===== src/rtl/pred_wb_pkg.sv =====
// Shared types and defaults for the predicate writeback queue.
// Widths and depth here are the defaults; modules can override them through parameters.
package pred_wb_pkg;

  localparam int PRED_REG_BITS = 2;
  localparam int PRED_DEPTH    = 4;
  localparam int NUM_REG       = 1 << PRED_REG_BITS;
  localparam int CNT_W         = $clog2(PRED_DEPTH) + 1;

  typedef struct packed {
    logic [PRED_REG_BITS-1:0] addr;
    logic                     data;
  } pred_wb_entry_t;

endpackage


===== src/rtl/pred_wb_fifo.sv =====
// Dual-push / single-pop circular buffer with occupancy count; push0 lands ahead of push1.
// Storage, valid mask and read pointer are exported so the parent can decode busy and bypass.
module pred_wb_fifo
  import pred_wb_pkg::*;
#(
  parameter int  DEPTH   = PRED_DEPTH,
  parameter type entry_t = pred_wb_entry_t
) (
  input  logic                     clk,
  input  logic                     reset_n,
  input  logic                     flush,
  input  logic                     push0,
  input  entry_t                   push0_entry,
  input  logic                     push1,
  input  entry_t                   push1_entry,
  input  logic                     pop,
  output entry_t                   head,
  output logic [$clog2(DEPTH):0]   count,
  output logic [$clog2(DEPTH)-1:0] rd_ptr,
  output entry_t                   entries [DEPTH],
  output logic [DEPTH-1:0]         valid_mask
);

  localparam int PTR_W  = $clog2(DEPTH);
  localparam int QCNT_W = PTR_W + 1;

  logic [PTR_W-1:0] wr_ptr;
  logic [PTR_W-1:0] wr_ptr_nxt;
  logic [PTR_W-1:0] age;

  assign wr_ptr_nxt = wr_ptr + PTR_W'(1);
  assign head       = entries[rd_ptr];

  always_ff @(posedge clk or negedge reset_n) begin
    if (!reset_n) begin
      wr_ptr <= '0;
      rd_ptr <= '0;
      count  <= '0;
      for (int i = 0; i < DEPTH; i++) entries[i] <= '0;
    end else if (flush) begin
      wr_ptr <= '0;
      rd_ptr <= '0;
      count  <= '0;
    end else begin
      // A lone push1 takes the write slot, so the two producers share one pointer.
      if (push0 | push1) entries[wr_ptr] <= push0 ? push0_entry : push1_entry;
      if (push0 & push1) entries[wr_ptr_nxt] <= push1_entry;
      wr_ptr <= wr_ptr + PTR_W'(push0) + PTR_W'(push1);
      if (pop) rd_ptr <= rd_ptr + PTR_W'(1);
      count  <= count + QCNT_W'(push0) + QCNT_W'(push1) - QCNT_W'(pop);
    end
  end

  // A slot is live when its distance from the read pointer is below the occupancy.
  always_comb begin
    valid_mask = '0;
    age        = '0;
    for (int i = 0; i < DEPTH; i++) begin
      age           = PTR_W'(i) - rd_ptr;
      valid_mask[i] = {1'b0, age} < count;
    end
  end

endmodule


===== src/rtl/predicate_writeback_queue.sv =====
// Two producers -> in-order FIFO -> one registered predicate RF write per cycle (min latency 1).
// Ready derives from occupancy only, so a same-cycle pop gives no credit; PRED_WB_BYPASS_EN adds q_addr/q_hit/q_data lookup.
module predicate_writeback_queue
  import pred_wb_pkg::*;
#(
  parameter int REG_BITS = PRED_REG_BITS,
  parameter int DEPTH    = PRED_DEPTH
) (
  input  logic                       clk,
  input  logic                       reset_n,
  input  logic                       flush,
  input  logic                       a_valid,
  output logic                       a_ready,
  input  logic [REG_BITS-1:0]        a_addr,
  input  logic                       a_data,
  input  logic                       b_valid,
  output logic                       b_ready,
  input  logic [REG_BITS-1:0]        b_addr,
  input  logic                       b_data,
  output logic                       wr_en,
  output logic [REG_BITS-1:0]        wr_addr,
  output logic                       wr_data,
  output logic [(1<<REG_BITS)-1:0]   busy,
  output logic [$clog2(DEPTH):0]     count
`ifdef PRED_WB_BYPASS_EN
  ,
  input  logic [REG_BITS-1:0]        q_addr,
  output logic                       q_hit,
  output logic                       q_data
`endif
);

  localparam int                PTR_W   = $clog2(DEPTH);
  localparam int                QCNT_W  = PTR_W + 1;
  localparam logic [QCNT_W-1:0] DEPTH_C = QCNT_W'(DEPTH);

  typedef struct packed {
    logic [REG_BITS-1:0] addr;
    logic                data;
  } entry_t;

  entry_t              a_entry;
  entry_t              b_entry;
  entry_t              head;
  entry_t              entries [DEPTH];
  logic [DEPTH-1:0]    valid_mask;
  logic [PTR_W-1:0]    rd_ptr;
  logic [QCNT_W-1:0]   free;
  logic                push_a;
  logic                push_b;
  logic                pop;

  assign a_entry = '{addr: a_addr, data: a_data};
  assign b_entry = '{addr: b_addr, data: b_data};

  assign free    = DEPTH_C - count;
  assign a_ready = (free != '0) & ~flush;
  // B must leave room for A when both present, since A is enqueued first.
  assign b_ready = (a_valid ? (free >= QCNT_W'(2)) : (free != '0)) & ~flush;
  assign push_a  = a_valid & a_ready;
  assign push_b  = b_valid & b_ready;
  assign pop     = (count != '0) & ~flush;

  pred_wb_fifo #(
    .DEPTH   (DEPTH),
    .entry_t (entry_t)
  ) u_fifo (
    .clk         (clk),
    .reset_n     (reset_n),
    .flush       (flush),
    .push0       (push_a),
    .push0_entry (a_entry),
    .push1       (push_b),
    .push1_entry (b_entry),
    .pop         (pop),
    .head        (head),
    .count       (count),
    .rd_ptr      (rd_ptr),
    .entries     (entries),
    .valid_mask  (valid_mask)
  );

  always_ff @(posedge clk or negedge reset_n) begin
    if (!reset_n) begin
      wr_en   <= 1'b0;
      wr_addr <= '0;
      wr_data <= 1'b0;
    end else if (pop) begin
      wr_en   <= 1'b1;
      wr_addr <= head.addr;
      wr_data <= head.data;
    end else begin
      wr_en   <= 1'b0;
    end
  end

  always_comb begin
    busy = '0;
    for (int i = 0; i < DEPTH; i++)
      if (valid_mask[i]) busy[entries[i].addr] = 1'b1;
    if (wr_en) busy[wr_addr] = 1'b1;
  end

`ifdef PRED_WB_BYPASS_EN
  logic [PTR_W-1:0] scan_idx;

  // Scan oldest to youngest so later matches overwrite earlier ones.
  always_comb begin
    q_hit    = 1'b0;
    q_data   = 1'b0;
    scan_idx = rd_ptr;
    if (wr_en && (wr_addr == q_addr)) begin
      q_hit  = 1'b1;
      q_data = wr_data;
    end
    for (int k = 0; k < DEPTH; k++) begin
      scan_idx = rd_ptr + PTR_W'(k);
      if ((QCNT_W'(k) < count) && (entries[scan_idx].addr == q_addr)) begin
        q_hit  = 1'b1;
        q_data = entries[scan_idx].data;
      end
    end
  end
`endif

endmodule


===== config.mk =====
export PLATFORM = sky130hd
export DESIGN_NAME = predicate_writeback_queue
export DESIGN_NICKNAME = d
export VERILOG_FILES = /design/src/rtl/pred_wb_pkg.sv /design/src/rtl/pred_wb_fifo.sv /design/src/rtl/predicate_writeback_queue.sv
export SDC_FILE = /design/constraint.sdc
export NUM_CORES = 1
export LEC_CHECK = 0
export ABC_AREA = 1
export CORE_MARGIN = 2
export CORE_UTILIZATION = 51
export CTS_BUF_LIST = sky130_fd_sc_hd__clkbuf_4 sky130_fd_sc_hd__clkbuf_8
export CTS_CLUSTER_DIAMETER = 200
export CTS_CLUSTER_SIZE = 8
export DETAILED_ROUTE_END_ITERATION = 8
export PLACE_DENSITY = 0.77
export SETUP_SLACK_MARGIN = 0.15
export SLEW_MARGIN = 20
export SYNTH_ARGS = -nofsm -noshare
export SYNTH_HDL_FRONTEND = slang
export SYNTH_SLANG_ARGS = --single-unit

===== constraint.sdc =====
create_clock -name clk -period 2.8 [get_ports clk]
set_input_delay 0.42 -clock clk [delete_from_list [all_inputs] [get_ports clk]]
set_output_delay 0.42 -clock clk [all_outputs]
set_load 0.005 [all_outputs]

==> results.json <==
{
  "synth_warnings": 0,
  "worstSetupStartpointType": "register",
  "syn_inst": 325,
  "hold_viol_final": 0,
  "power_mw": 2.57,
  "antennaDiodeCount": 0,
  "htree_num_levels": 1,
  "required_ns": 3.01,
  "floorplan.initialDensity_pct": 52.0,
  "synthDistinctLibCells": 28,
  "die_area_um2": 4550,
  "async_flop_share_pct": 100,
  "cts_buffers": 3,
  "finalWirelength_um": 6600,
  "synthesis.area_um2": 2050,
  "cp_common_cell": "buf_6",
  "nNetsFinal": 404,
  "peakVddDrop_v": 0.000569,
  "drt_iter0_drc": 364,
  "grtUsageTotal_pct": 28.8,
  "crit_path_end_kind": "register",
  "core_um2": 3940,
  "fmax_ghz": 0.370,
  "synth-seq-cells": 23,
  "ant_nets": 0,
  "vias_per_cell": 5.78,
  "tns_ns": 0,
  "yosysTopAreaCellShare_pct": 28.0,
  "path_max_fanout": 4,
  "post-route-drc-count": 0,
  "cts_tree": "built",
  "via_count": 2484,
  "ctsHoldBuffers": 0,
  "gp_congestion": 0.931,
  "ys.flop_type": "dfrtp_1",
  "drv_slew": 0,
  "synth_top_area_cell": "dfrtp_1",
  "hp-class": "register to register",
  "crit_chain": "nand2_2 -> buf_6 -> buf_6 -> buf_6 -> buf_6 -> buf_4 -> buf_4 -> buf_4 -> buf_6 -> buf_6 -> buf_6 -> buf_6 -> buf_6 -> buf_6 -> buf_6 -> buf_6 -> buf_6 -> o2111ai_4 -> nand2_1 -> o21ai_1",
  "clk_latency_ns": 0.27,
  "worst_pin_slew_ns": 0.785,
  "cpLargestDelayFamily": "buffers and inverters",
  "synth_nets": 348,
  "leakagePower_nw": 1.43,
  "grt_pass1_vias": 2143,
  "critical_path.max_stage_delay_ns": 0.44,
  "skew_ns": 0.00509,
  "max-clock-path-buffers": 2,
  "cap_violations": 0,
  "drive_above_1_share_pct": 17.6,
  "fillers": 320,
  "power.density_nw_per_um2": 943,
  "hold_ws_ns": 0.546,
  "antenna_found_initial": 0,
  "io_buffers": 23,
  "die_h_um": 67.4,
  "cp_slowest_cell": "dfrtp_2",
  "ios": 24,
  "slew_headroom_pct": 47.5,
  "synth_edf_count": 0,
  "clock_sinks": 23,
  "dr.pass1.iters": 5,
  "synthTopCellsByArea": "dfrtp_1 28%, nand2_1 21%, nand3_1 17%",
  "synth.avg_cell_area_um2": 6.31,
  "setup_viol": 0,
  "period_minus_slack_ns": 2.70,
  "grt_overflow": 0,
  "clockRootBuffer": "clkbuf_8",
  "clk_pin_slew_ns": 0.09,
  "run_status": "completed",
  "post-route-period-util_pct": 96.6,
  "cp.buffers_inverters": 16,
  "yosys.cell_count.top_type": "nand2_1",
  "fp.dieW_um": 67.4,
  "yosys-top-cells-count": "114 x nand2_1, 70 x nand3_1, 46 x inv_1, 23 x dfrtp_1, 16 x nor2_1",
  "arrival_ns": 2.91,
  "yosysSeqAreaShare_pct": 28.0,
  "syn_to_final_growth_pct": 32.8,
  "place_hpwl_um": 3880,
  "routedWlPerCell_um": 15.3,
  "crit_type": "register to register",
  "std_cell_rows": 23,
  "grt_setup_unrepaired": "yes",
  "grt_max_degree": 20,
  "grt_pass1_wl_um": 9910
}
==> layout make-up <==
class	count	area [um^2]	area share, %
inverters	48	181	6.66
multi-input cells	245	1320	48.4
repair buffers	60	537	19.7
well taps	50	62.6	2.30
clock buffers	3	41.3	1.52
flip-flops and latches	23	578	21.2
clock inverters	1	5.00	0.184
==> kinds of logic (layout without fill, tap and decap cells) <==
| group | Yosys count | in the layout | share of synthesized area, % |
|---|---|---|---|
| AO/OA/AOI/OAI | 19 | 19 | 5.91 |
| XOR/XNOR | 3 | 3 | 1.28 |
| adder cells (fa/ha/maj) | 12 | 12 | 8.41 |
| buffers and inverters | 57 | 112 | 11.1 |
| flip-flops | 23 | 23 | 28.0 |
| AND/OR/NAND/NOR | 211 | 211 | 45.2 |
==> tightest hold or removal path, cell delays in order, from the launching register on <==
cell     delay, ns
dfrtp_1       0.40
nand2_1       0.07
nand2_1       0.06
==> sequential cells by signal, summed over array words and instances (netlist names) <==
register / cells
u_fifo.entries: 12
u_fifo.count: 3
u_fifo.rd_ptr: 2
u_fifo.wr_ptr: 2
wr_addr: 2
wr_data: 1
wr_en: 1
==> through the flow <==
step	std cells	instance area [um^2]	setup slack (ns)	utilization (%)
CTS	424	2620	0.0827	66.4
global route	430	2730	0.0726	69.1
detailed placement	398	2400	0.143	60.9
floorplan	325	2090	0.157	-
finish	430	2730	0.0951	69.1
global placement	398	2400	0.244	60.9
==> worst paths after layout <==
kind	start	slack, ns	end	cells after the start
setup / recovery	u_fifo.rd_ptr[0]	0.1	wr_addr[1]	20
hold / removal	u_fifo.entries[3]	0.55	u_fifo.entries[3]	2
setup reg to reg	u_fifo.rd_ptr[0]	0.1	wr_addr[1]	20
hold reg to reg	u_fifo.entries[3]	0.55	u_fifo.entries[3]	2
max in group asynchronous	reset_n	1.61	u_fifo.entries[9]	2
min in group asynchronous	reset_n	0.59	u_fifo.entries[8]	1
==> routing by layer <==
layer / global-route usage (%) / up-vias / wire (um)
li1: - / 1143 / -
met1: 37.9 / 1101 / 2510
met2: 45.0 / 189 / 2950
met3: 4.83 / 51 / 707
met4: 15.8 / 0 / 427
met5: 0 / - / 0
==> report_power, final <==
part / internal [mW] / switching [mW] / total (mW)
Sequential: 0.470 / 0.227 / 0.697
Clock: 0.0998 / 0.120 / 0.220
Combinational: 0.752 / 0.900 / 1.65
==> what timing repair did <==
action / CTS / global route
setup endpoints to repair: 4 / 7
pin swaps: 3 / 7
resized for setup: 9 / 32
hold endpoints to repair: 0 / 0
buffers inserted: 22 / 6
==> placed cells by master (no fill, tap or decap), types with 2 or more instances in the layout <==
| cell type | netlist | layout |
|---|---|---|
| dfrtp_2 | 0 | 2 |
| buf_6 | 1 | 13 |
| o21ai_0 | 10 | 6 |
| nand4_1 | 3 | 3 |
| ha_1 | 9 | 7 |
| nand2_2 | 1 | 3 |
| a21oi_1 | 2 | 2 |
| clkbuf_2 | 0 | 3 |
| a21boi_0 | 3 | 2 |
| nand3_1 | 70 | 70 |
| clkinv_2 | 0 | 2 |
| nor2_4 | 1 | 3 |
| nor2_1 | 16 | 14 |
| fa_2 | 0 | 2 |
| dfrtp_1 | 23 | 21 |
| nand3b_1 | 4 | 4 |
| o21ai_1 | 1 | 4 |
| xnor2_1 | 2 | 2 |
| clkbuf_8 | 0 | 3 |
| inv_2 | 1 | 4 |
| nand2_1 | 114 | 112 |
| buf_4 | 0 | 24 |
| ha_4 | 0 | 2 |
| clkdlybuf4s50_1 | 0 | 19 |
| inv_1 | 46 | 43 |
Power figures use the tool's default switching activity.
